[config.mk]
export PLATFORM = sky130hd
export DESIGN_NAME = dec38_led
export DESIGN_NICKNAME = d
export VERILOG_FILES = /design/src/rtl/dec38_pkg.sv /design/src/rtl/dec38_led_bcd7seg.sv /design/src/rtl/dec38_led.sv
export SDC_FILE = /design/constraint.sdc
export NUM_CORES = 1
export LEC_CHECK = 0
export CAP_MARGIN = 0
export CORE_ASPECT_RATIO = 0.5
export CORE_MARGIN = 5
export CORE_UTILIZATION = 30
export DETAILED_ROUTE_END_ITERATION = 6
export HOLD_SLACK_MARGIN = 0.05
export MAX_ROUTING_LAYER = met4
export PLACE_DENSITY = 0.48
export SKIP_CTS_REPAIR_TIMING = 1
export SLEW_MARGIN = 5
export SYNTH_ARGS = -nofsm -noshare
export SYNTH_HDL_FRONTEND = slang
export SYNTH_SLANG_ARGS = --single-unit
export TNS_END_PERCENT = 10
[constraint.sdc]
create_clock -name clk -period 3.04 [get_ports clk]
set_input_delay 0.608 -clock clk [delete_from_list [all_inputs] [get_ports clk]]
set_output_delay 0.608 -clock clk [all_outputs]
set_load 0.005 [all_outputs]
[src/rtl/dec38_pkg.sv]
// Shared types and constants for the dec38_led code display path.
package dec38_pkg;

    typedef enum logic {
        ST_IDLE = 1'b0,
        ST_SHOW = 1'b1
    } state_t;

    localparam logic [6:0] SEG_BLANK = 7'h7F;

    // Active-low segment patterns, bit order {g,f,e,d,c,b,a}.
    localparam logic [6:0] SEG_D0 = 7'h40;
    localparam logic [6:0] SEG_D1 = 7'h79;
    localparam logic [6:0] SEG_D2 = 7'h24;
    localparam logic [6:0] SEG_D3 = 7'h30;
    localparam logic [6:0] SEG_D4 = 7'h19;
    localparam logic [6:0] SEG_D5 = 7'h12;
    localparam logic [6:0] SEG_D6 = 7'h02;
    localparam logic [6:0] SEG_D7 = 7'h78;

endpackage

[src/rtl/dec38_led_bcd7seg.sv]
// bcd7seg: combinational 0..7 digit to active-low seven-segment pattern, with blanking.
module bcd7seg
    import dec38_pkg::*;
(
    input  logic [2:0] code_i,
    input  logic       blank_i,
    output logic [6:0] seg_o
);

    always_comb begin
        seg_o = SEG_BLANK;
        if (!blank_i) begin
            case (code_i)
                3'd0: seg_o = SEG_D0;
                3'd1: seg_o = SEG_D1;
                3'd2: seg_o = SEG_D2;
                3'd3: seg_o = SEG_D3;
                3'd4: seg_o = SEG_D4;
                3'd5: seg_o = SEG_D5;
                3'd6: seg_o = SEG_D6;
                3'd7: seg_o = SEG_D7;
            endcase
        end
    end

endmodule

[src/rtl/dec38_led.sv]
// Registered 3-to-8 decoder that holds each accepted code on the LEDs for HOLD_CYCLES cycles.
// Optional seven-segment output seg0 is built when DEC38_SEG_EN is defined.
module dec38_led
    import dec38_pkg::*;
#(
    parameter int unsigned HOLD_CYCLES = 4
)
(
    input  logic       clk,
    input  logic       rst,
    input  logic       in_valid,
    output logic       in_ready,
    input  logic [2:0] in_code,
    input  logic       in_vx,
    output logic [7:0] led,
    output logic       led_valid,
    output logic       done
`ifdef DEC38_SEG_EN
    ,
    output logic [6:0] seg0
`endif
);

    localparam logic [15:0] HOLD_M1 = 16'(HOLD_CYCLES - 1);

    state_t      state_q;
    logic [15:0] cnt_q;
    logic [7:0]  led_q;
    logic [7:0]  led_d;
    logic        led_valid_q;
    logic        done_q;
    logic        hold_end;
    logic        accept;

    // The last held cycle doubles as the window for taking the next code, so streams have no gap.
    assign hold_end = (state_q == ST_SHOW) && (cnt_q == 16'd0);
    assign in_ready = !rst && ((state_q == ST_IDLE) || hold_end);
    assign accept   = in_valid && in_ready;
    assign led_d    = in_vx ? (8'd1 << in_code) : 8'h00;

    always_ff @(posedge clk) begin
        if (rst) begin
            state_q     <= ST_IDLE;
            cnt_q       <= 16'd0;
            led_q       <= 8'h00;
            led_valid_q <= 1'b0;
            done_q      <= 1'b0;
        end else begin
            done_q <= hold_end;
            if (accept) begin
                state_q     <= ST_SHOW;
                cnt_q       <= HOLD_M1;
                led_q       <= led_d;
                led_valid_q <= 1'b1;
            end else if (state_q == ST_SHOW) begin
                if (cnt_q != 16'd0) begin
                    cnt_q <= cnt_q - 16'd1;
                end else begin
                    state_q     <= ST_IDLE;
                    led_q       <= 8'h00;
                    led_valid_q <= 1'b0;
                end
            end
        end
    end

    assign led       = led_q;
    assign led_valid = led_valid_q;
    assign done      = done_q;

`ifdef DEC38_SEG_EN
    logic [6:0] seg_d;
    logic [6:0] seg_q;

    bcd7seg u_bcd7seg (
        .code_i  (in_code),
        .blank_i (!in_vx),
        .seg_o   (seg_d)
    );

    always_ff @(posedge clk) begin
        if (rst) begin
            seg_q <= SEG_BLANK;
        end else if (accept) begin
            seg_q <= seg_d;
        end else if (hold_end) begin
            seg_q <= SEG_BLANK;
        end
    end

    assign seg0 = seg_q;
`endif

endmodule

==> key figures <==
Setup path
  – Worst R2R Start: cnt_q[3]
  – R2R Path End: cnt_q[15]
  – Buffer and inverter count on the worst path: 2
  – Largest delay contributor family on the critical path: simple AND/OR/NAND/NOR gates
  – CP endpoint kind: output pin
  – CP Class: reg2out
  – Data required, critical path: ~2400 ps
  – R2R Setup Slk: between 800 and 900 ps
  – Worst path slowest cell: clkdlybuf4s50_1
  – CP cell instances: inv_1 > ha_1 > nor3b_1 > and4_1 > nor2_1 > nor2_1 > clkdlybuf4s50_1
  – Crit-path most repeated cell: nor2_1
  – Arrival time worst endpoint: roughly 2200 ps
  – Worst-path fanout max: 6
  – CP peak stage delay: approximately 460 ps
  – Critical path startpoint category: register
  – Register-to-Register Path Depth: 5

Placed design
  – Port bufs: 17
  – Detailed placement HPWL: ~2.3 mm
  – RD Place Congestion: ~0.8

Logic synthesis
  – Synth Flop Type: dfxtp_1
  – Mean Syn Cell Area: around 8.3 µm²
  – Synthesized area: ~1300 µm²
  – Share of synthesized registers carrying an async set or reset: 0%
  – Distinct cell type count after synthesis: 38
  – Synth top area share: roughly two fifths
  – Syn nets: 168
  – Synth top area cells: dfxtp_1 (41%), nand3_1 (6.1%), nor2_1 (5.4%)
  – Register area share after synthesis: 41.03%
  – Largest area contributor in the netlist: dfxtp_1
  – Cells after Synth: about 160
  – Yosys warns: 0
  – Post-synthesis register bit count: 27
  – EDFF count, synth: 0

Timing
  – WHS: ~480 ps
  – Post-layout min period: ~2800 ps
  – Relative slew slack: 52.79%
  – Worst Tran Pin Value: between 700 and 800 ps
  – Unrepaired setup endpoints after global routing: false
  – Hold Vio Cnt, Final: 0
  – Setup Skew: approximately 3.6 ps
  – Setup Viol. Count Final: 0
  – Peak Freq: between 300 and 400 MHz
  – Total negative slack: 0 ps
  – Tcrit/Tclk final: between 90 and 100%
  – Max-slew violation count: 0

Global route
  – Initial antenna violation count: 0
  – Pin count of the biggest net entering global routing: 19
  – Gr usage total: a little under an eighth
  – First-pass GRT wire length: 5.347 mm
  – Vias in the first global route: 1,157
  – GRT overflow: 0

Clock tree
  – CTS tree: yes
  – Root Driver: clkbuf_8
  – Cts bufs inserted: 3
  – Clock latency on the worst-skew pair: 280 ps
  – CTS sink count: 27
  – Worst-path clk slew: 100 ps
  – CTS Buffer Depth: 2
  – # H-tree levels: 1

Floorplanning
  – Std-Cell Rows: 17
  – Initial core utilization: a little under a third
  – Die ar.: around 5900 µm²
  – # IOs: 18
  – Core Area: 4318 µm²
  – Die X: just over 100 µm
  – Die height: ~57 µm

Detailed routing
  – Iter 0 DRT Violations: 72
  – DRC viols: 0
  – Vias per cell: between 5 and 6
  – Via count: about 1,200
  – Post-Route WL: between 3 and 4 mm
  – Antenna-violating nets left: 0
  – Drt pass-1 iters: 4
  – Wirelength per Cell: between 10 and 15 µm

Final layout
  – Share of cells above drive strength 1: under 10%
  – P&R area growth vs syn: 21.56%
  – Diodes inserted: 0
  – # nets final: about 190
  – Final core utilization: between 30% and 40%
  – Filler cell count: about 460

Power
  – Cell Pwr Density: between 500 and 600 nW/µm²
  – Leakage power: 0.0005754 µW
  – VDD IR-drop max: roughly 0.15 mV

Hold path
  – Hold Path Origin: led[4]
  – Worst min-delay path category: reg2reg
  – Hold endpoint: led[4]
  – Hold Path Depth: 2

Job
  – Max-Cap Viols: 0

Status
  – Run status: finished, final reports clean
[cell families after synthesis]
family	synth area share [%]
xor+xnor	2.660
flops	41.03
compound gates	15.38
simple gates	33.05
mux	2.279
fa+ha+maj	1.899
buf+inv	3.703
[Yosys cell counts (2+ instances only)]
cell type	n
dfxtp_1	27
nor2_1	19
nand3_1	16
o21ai_0	11
nor3_1	8
a21oi_1	7
or3_1	7
clkbuf_1	5
nand2_1	5
a211oi_1	4
inv_1	4
nand4_1	4
nor4_1	4
mux2i_1	3
nand2b_1	3
nor2b_1	3
xnor2_1	3
ha_1	2
nor4_2	2
o21bai_1	2
o31ai_1	2
or4_1	2
[layer usage]
metal	vias to the layer above	part of all wire [%]	routed length, µm	global-route usage (%)
li1	627	-	-	-
met1	548	52	1622	14.96
met2	23	43	1354	17.21
met3	4	3.9	123	3.330
met4	0	0.86	27	2.214
met5	-	0	0	-
[layout make-up]
cell class | instances | area, µm² | area share (%)
clock inverter | 1 | 5.005 | 0.3125
tap | 57 | 71.32 | 4.453
clock buffer | 3 | 41.29 | 2.578
multi-input combinational | 121 | 728.2 | 45.47
inverter | 4 | 15.01 | 0.9375
sequential | 27 | 540.5 | 33.75
timing repair buffer | 21 | 200.2 | 12.50
[per-stage QoR]
step | setup slack (ps) | instances | area, µm² | power [µW]
floorplan | 936.8 | 159 | 1318 | 639.6
CTS | 202.8 | 234 | 1602 | 943.6
global route | 65.68 | 234 | 1602 | 1001
detailed placement | 517.7 | 230 | 1555 | 732.7
finish | 220.9 | 234 | 1602 | 935.9
global placement | 595.6 | 230 | 1555 | 731.7
[worst max path at each step]
stage / endpoint / cells after the start / slack [ps] / startpoint
floorplan: cnt_q[15] / 6 / 940 / cnt_q[3]
global placement: in_ready / 7 / 600 / cnt_q[0]
detailed placement: in_ready / 7 / 520 / cnt_q[0]
CTS: in_ready / 7 / 200 / cnt_q[0]
global route: in_ready / 7 / 70 / cnt_q[0]
finish: in_ready / 7 / 220 / cnt_q[0]
[power breakdown]
group | internal [µW] | total [µW] | switching, µW
clock | 92.1 | 211 | 119
combinational | 134 | 309 | 175
sequential | 384 | 416 | 32.3
[flip-flops by register name, indices dropped and copies added (netlist names)]
signal and count:
done 1, led 8, led_valid 1, cnt_q 16
state_q 1
[placed cells by master, fill, tap and decap left out]
cell type and count:
dfxtp_1 27, nor2_1 19, clkdlybuf4s50_1 17, nand3_1 16, o21ai_0 11, nor3_1 8, or3_1 7, a21oi_1 7
nand2_1 5, inv_1 4, nor4_1 4, nand4_1 4, a211oi_1 4, buf_4 4, nand2b_1 3, xnor2_1 3
nor2b_1 3, mux2i_1 3, clkbuf_8 3, nor4_2 2, o31ai_1 2, or4_1 2, o21bai_1 2, ha_1 2
nor3b_1 1, and4_1 1, or3_2 1, a22oi_1 1, o21ai_1 1, nand3b_1 1, or4_4 1, a31oi_1 1
nand4bb_1 1, o41ai_1 1, a21o_1 1, a22o_1 1, xor2_1 1, a311oi_1 1, clkinv_2 1
[worst min-delay path, cell delays in order, from the launching register on]
cell and delay [ps]:
dfxtp_1 320, nand3_1 50, o21ai_0 60
Note: power is estimated with default switching activity, not from simulation.
